===== src/rtl/fifo_rd_stream.sv =====
// fifo_rd_stream: pulls words from a synchronous-read FIFO into a 3-entry output
// buffer and presents them as a valid/ready stream framed into fixed-length packets.
module fifo_rd_stream #(
   parameter int C_WIDTH   = 32,
   parameter int C_PKT_LEN = 16
) (
   input  logic               CLK,
   input  logic               RST_N,
   input  logic [C_WIDTH-1:0] FIFO_RD_DATA,
   input  logic               FIFO_EMPTY,
   output logic               FIFO_RD_EN,
   output logic [C_WIDTH-1:0] M_DATA,
   output logic               M_VALID,
   input  logic               M_READY,
   output logic               M_LAST,
   output logic [1:0]         BUF_LEVEL
);
   localparam int C_BCW = (C_PKT_LEN > 1) ? $clog2(C_PKT_LEN) : 1;
   localparam logic [C_BCW-1:0] C_LAST_BEAT = C_BCW'(C_PKT_LEN - 1);

   logic [1:0]         r_occ;
   logic               r_inf;
   logic [C_BCW-1:0]   r_bcnt;
   logic [C_WIDTH-1:0] r_buf [3];

   logic [C_WIDTH-1:0] w_buf_nxt [3];
   logic [2:0]         w_fill;
   logic [1:0]         w_occ_nxt;
   logic [1:0]         w_wr_idx;
   logic [C_BCW-1:0]   w_bcnt_nxt;
   logic               w_rd_en;
   logic               w_valid;
   logic               w_pop;

   // Room counts the word already requested, so a read never depends on M_READY.
   assign w_fill   = {1'b0, r_occ} + {2'b00, r_inf};
   assign w_rd_en  = RST_N & ~FIFO_EMPTY & (w_fill <= 3'd2);
   assign w_valid  = RST_N & (r_occ != 2'd0);
   assign w_pop    = w_valid & M_READY;
   assign w_wr_idx = r_occ - {1'b0, w_pop};

   // Buffer next state: shift the head out on pop, then land the returning word at the tail.
   always_comb begin
      for (int i = 0; i < 3; i++) w_buf_nxt[i] = r_buf[i];
      if (w_pop) begin
         w_buf_nxt[0] = r_buf[1];
         w_buf_nxt[1] = r_buf[2];
      end else begin
         w_buf_nxt[0] = r_buf[0];
         w_buf_nxt[1] = r_buf[1];
      end
      if (r_inf) begin
         case (w_wr_idx)
            2'd0:    w_buf_nxt[0] = FIFO_RD_DATA;
            2'd1:    w_buf_nxt[1] = FIFO_RD_DATA;
            2'd2:    w_buf_nxt[2] = FIFO_RD_DATA;
            default: w_buf_nxt[2] = r_buf[2];
         endcase
      end else begin
         w_buf_nxt[2] = r_buf[2];
      end
   end

   // Occupancy and beat counter next state; the beat only advances on a handshake.
   always_comb begin
      w_occ_nxt = r_occ + {1'b0, r_inf} - {1'b0, w_pop};
      if (w_pop) begin
         if (r_bcnt == C_LAST_BEAT) begin
            w_bcnt_nxt = {C_BCW{1'b0}};
         end else begin
            w_bcnt_nxt = r_bcnt + C_BCW'(1'b1);
         end
      end else begin
         w_bcnt_nxt = r_bcnt;
      end
   end

   // Control state with synchronous active-low reset; reset drops buffered and in-flight words.
   always_ff @(posedge CLK) begin
      if (!RST_N) begin
         r_occ  <= 2'd0;
         r_inf  <= 1'b0;
         r_bcnt <= {C_BCW{1'b0}};
      end else begin
         r_occ  <= w_occ_nxt;
         r_inf  <= w_rd_en;
         r_bcnt <= w_bcnt_nxt;
      end
   end

   // Data storage carries no reset; contents are meaningless while empty.
   always_ff @(posedge CLK) begin
      for (int i = 0; i < 3; i++) r_buf[i] <= w_buf_nxt[i];
   end

   assign FIFO_RD_EN = w_rd_en;
   assign M_VALID    = w_valid;
   assign M_DATA     = r_buf[0];
   assign M_LAST     = w_valid & (r_bcnt == C_LAST_BEAT);
   assign BUF_LEVEL  = RST_N ? r_occ : 2'd0;
endmodule


===== config.mk =====
export PLATFORM = sky130hd
export DESIGN_NAME = fifo_rd_stream
export DESIGN_NICKNAME = d
export VERILOG_FILES = /design/src/rtl/fifo_rd_stream.sv
export SDC_FILE = /design/constraint.sdc
export NUM_CORES = 1
export LEC_CHECK = 0
export CELL_PAD_IN_SITES_DETAIL_PLACEMENT = 1
export CELL_PAD_IN_SITES_GLOBAL_PLACEMENT = 1
export CORE_MARGIN = 5
export CORE_UTILIZATION = 30
export CTS_CLUSTER_DIAMETER = 100
export DETAILED_ROUTE_END_ITERATION = 16
export DONT_BUFFER_PORTS = 1
export PLACE_DENSITY = 0.5
export SLEW_MARGIN = 25
export SYNTH_ARGS = -nofsm -noshare
export SYNTH_HDL_FRONTEND = slang
export SYNTH_SLANG_ARGS = --single-unit

===== constraint.sdc =====
create_clock -name CLK -period 7.2 [get_ports CLK]
set_clock_uncertainty 0.1 [all_clocks]
set_input_delay 0.72 -clock CLK [delete_from_list [all_inputs] [get_ports CLK]]
set_output_delay 0.72 -clock CLK [all_outputs]
set_load 0.01 [all_outputs]

After elaboration in Yosys (flattened, before gate mapping)

Memory sizes are Yosys's and may differ from the RTL's.
Cells that the tools add are included.
W data, S select, Z words.

Output and inout port bits: 37
Word-level logic and storage cells: 29
Register bits: 7
Bits in writable memories: 96
Memories kept: 1
Input bits: 36

$lt $le $gt $ge: 1
Equal/unequal tests: 3
Add/sub/neg operators: 5
Reduce and logical (&&, ||, !) cells: 2
Bitwise gates (word level): 6
Mux-type cells: 8

Memories:

| name  | words | width | rd ports | clocked after memory_dff | wr ports | line | text |
|---|---|---|---|---|---|---|---|
| r_buf | 3     | 32    | 3        | 0                        | 3        | 24   | `logic [C_WIDTH-1:0] r_buf [3];` |

Operators by type and width:

| kind                  | number |
|---|---|
| $mux W32              | 4 |
| $mux W64              | 2 |
| $and A1 B1 Y1         | 5 |
| $add A4 B1 Y4 const B | 1 |
| $eq A4 B4 Y1 const B  | 1 |
| $mux W4               | 1 |
| $sub A2 B1 Y2         | 2 |
| $add A2 B1 Y3         | 1 |
| $le A3 B2 Y1 const B  | 1 |
| $add A2 B1 Y2         | 1 |
| $eq A2 B1 Y1 const B  | 1 |
| $eq A2 B2 Y1 const B  | 1 |
| $logic_not A2 Y1      | 1 |
| $mux W2               | 1 |
| $reduce_bool A2 Y1    | 1 |
| $not A1 Y1            | 1 |

Depth between registers and ports, before layout

Depth in word-level cells: 7
Depth in mapped cells: 10
Mapped depth without buffers: 6

Worst setup path before layout

OpenSTA, ideal clock, no wires.

Kind: input-to-reg
Start: input port RST_N
End: memory r_buf[2][0], in the netlist r_buf[0][64], enable pin
Slack: 3.192 ns
Stages on the path: 4
Library setup time: 0.470 ns
Arrival time: 3.438 ns
Cell sequence: o211ai_2 buf_4 nor2_2 a211oi_1

RTL lines:

| item        | line | text |
|---|---|---|
| from (decl) | 8    | `input logic RST_N,` |
| to (decl)   | 24   |  |

Worst setup path in the final report

Start: register r_occ[0]
End: output port FIFO_RD_EN

Cells in the longest elaborated chain, start to end: 3

RTL lines:

| item                   | line | text |
|---|---|---|
| from (decl)            | 21   | `logic [1:0] r_occ;` |
| from (signal assigned) | 85   | `r_occ <= w_occ_nxt;` |
| $add A2 B1 Y3          | 36   | `assign w_fill = {1'b0, r_occ} + {2'b00, r_inf};` |
| $le A3 B2 Y1           | 37   | `assign w_rd_en = RST_N & ~FIFO_EMPTY & (w_fill <= 3'd2);` |
| $and A1 B1 Y1          | 37   |  |
| to (decl)              | 11   | `output logic FIFO_RD_EN,` |

No other way between the ends.

==> out/metrics.cfg <==
[final_layout]
layout-drive-gt1-share_pct = 14.6
fillers = 1659
seq_area_mm2 = 0.00238
fin_nets = 432
final_cell_mix = 134 x nand2_1, 71 x dfxtp_1, 32 x mux2i_1, 32 x edfxtp_1, 30 x mux2_4
fin_util_pct = 31.8
antenna_cells = 0
finalInstanceArea_mm2 = 0.00477
final_common_cell = nand2_1
area_growth_pct = 5.28
stdcell_count = 584
multi_input_area_mm2 = 0.00178

[cts]
cts_buffers = 9
ctsHoldBuffers = 0
cts_sinks = 103
clockBufferDepth = 2
h-tree-depth = 3
cts_resized = 0
postCtsSetupBuffers = 0
tritoncts = built
clk_latency_ns = 0.35
cts_root_buffer = clkbuf_16
clkTransAtPathRegs_ns = 0.07

[detailed_routing]
route.detailed.drc = 0
ant_nets = 0
routed_wl_mm = 9.34
routedWlPerCell_um = 16.0
drtIter0Drc = 123
vias = 2699
firstDrtPassIters = 4
vias_per_cell = 4.62

[synth]
synth.distinct_cells = 33
synth-seq-cells = 103
yosysWarnings = 0
synth_top_area_share_pct = 31.4
synth-edff-count = 32
ys.flop_type = dfxtp_1
synth_area_mm2 = 0.00453
synth_top_area_cell = dfxtp_1
async_flop_share_pct = 0
ys_seq_area_share_pct = 52.6
synth.avg_cell_area_um2 = 10.5
synthCells = 430
synthTopCellsByArea = dfxtp_1 31%, edfxtp_1 21%, nand2_1 11%
syn-num-nets = 471

[die]
initial_core_util_pct = 30.2
ioPinCount = 73
die_w_um = 133
core_mm2 = 0.0150
rows = 45
fp.dieH_um = 133
dieArea_mm2 = 0.0177

[critical_path]
slowest_delay_ns = 0.65
r2r_end = r_buf[0][33]$_DFF_P_
crit_chain = ha_1 > inv_1 > ha_1 > nor3b_1 > nor2_1 > nor3b_1
cp_num_buf_inv = 1
cp-start-kind = register
worstPathArrival_ns = 2.20
path_class = reg -> out
cp_max_fo = 10
crit_slowest_cell = dfxtp_1
crit_path_end_kind = primary output
r2r_cells = 7
r2r-start = r_occ[0]$_SDFF_PN0_
r2r_setup_slack_ns = 4.31
cp.depth = 6
required_ns = 6.38
cp_top_family = flip-flops

[timing]
fmax_mhz = 331
tightest_slew_ns = 0.763
fin_crit_sh_pct = 41.9
final_max_slew_viol_count = 0
finalSetupTns_ns = 0
rsz0062_at_grt = false
fin_crit_ns = 3.02
maxSlewHeadroom_pct = 49.0
setup_viol = 0
hold_viol_final = 0

[power_and_ir_drop]
p_sw_share_pct = 29.9
pwr-share-clk_pct = 26.4
internal_power_mw = 1.31
ir_drop_v = 0.000115
power_frac_seq_pct = 51.5
power.switching_mw = 0.560
p_leak_nw = 2.16
p_per_area_mw_per_mm2 = 393
comb_power_share_pct = 22.1

[run_status]
run_status = finished clean

[grt]
antenna_found_initial = 0
grt_pass1_vias = 2915
grt_max_degree = 73
grt_overflow = 0
grt_pass1_wl_mm = 15.5
grtUsageTotal_pct = 11.1

[place]
globalplace.congestion = 0.660
dp_cells = 567
dp.final_hpwl_mm = 5.84
numPortBuffers = 0
placed_cell_area_mm2 = 0.00445

[hold_path]
holdPathEnd = r_inf$_SDFF_PN0_
hp-class = in -> reg
hp-start = FIFO_EMPTY
hold_depth = 1

[run]
timing.max_cap.violations = 0

[layer usage]
layer	up-vias	track usage [%]	share of wire [%]
li1	1332	-	-
met4	0	5.37	2.2
met2	49	18.3	47
met5	-	0	0
met3	13	4.07	6.4
met1	1305	12.8	44
[synthesized netlist by cell type, types with 2 or more instances]
cell and number:
nor3b_1 4, and2_1 4, nand2_1 134, buf_2 12, and3_1 2, o21ai_1 7, edfxtp_1 32, a21oi_1 2
xnor2_1 3, buf_6 4, nor2_1 2, mux2_2 2, mux2_4 30, ha_1 5, clkbuf_1 6, mux2i_1 32
buf_4 34, dfxtp_1 71, inv_1 3, o21ai_0 28
[registers in the layout, summed over array words and instances (netlist names)]
signal,cells
r_buf,96
r_inf,1
r_bcnt,4
r_occ,2
[logic make-up (layout without fill, tap and decap cells)]
family,Yosys count,after routing,synth area share [%]
fa+ha+maj,5,5,1.38
buf+inv,59,25,8.70
mux,64,64,17.5
compound gates,44,44,5.64
flops,103,103,52.6
xor+xnor,3,3,0.580
simple gates,152,152,13.6
[how the worst max path moves through the flow]
stage	start	to	slack (ns)
floorplan	RST_N	r_buf[0][64]$_DFFE_PP_	3.19
global placement	RST_N	r_buf[0][33]$_DFF_P_	4.01
detailed placement	RST_N	r_buf[0][32]$_DFF_P_	4.01
CTS	r_occ[0]$_SDFF_PN0_	r_buf[0][33]$_DFF_P_	4.04
global route	r_occ[0]$_SDFF_PN0_	FIFO_RD_EN	3.94
finish	r_occ[0]$_SDFF_PN0_	FIFO_RD_EN	4.18
[power by group through the flow]
stage	combinational, mW	clock [mW]	sequential, mW
floorplan	0.547	0	0.876
global placement	0.394	0	0.982
detailed placement	0.416	0	0.987
CTS	0.420	0.518	0.974
global route	0.477	0.538	0.996
finish	0.414	0.494	0.964
[cell type report]
type	instances	area share (%)
Clock buffer	11	5.09
Clock inverter	5	1.21
Inverter	3	0.236
Multi-Input combinational cell	268	37.3
Sequential cell	103	50.0
Tap cell	188	4.93
Timing Repair Buffer	6	1.21
[metrics by stage]
stage / setup WS, ns / hold WS (ns) / total power, mW
2_1_floorplan: 3.19 / 0.344 / 1.42
3_3_place_gp: 4.01 / 0.371 / 1.38
3_5_place_dp: 4.01 / 0.380 / 1.40
4_1_cts: 4.04 / 0.326 / 1.91
5_1_grt: 3.94 / 0.326 / 2.01
6_report: 4.18 / 0.341 / 1.87
Power figures use the tool's default switching activity.
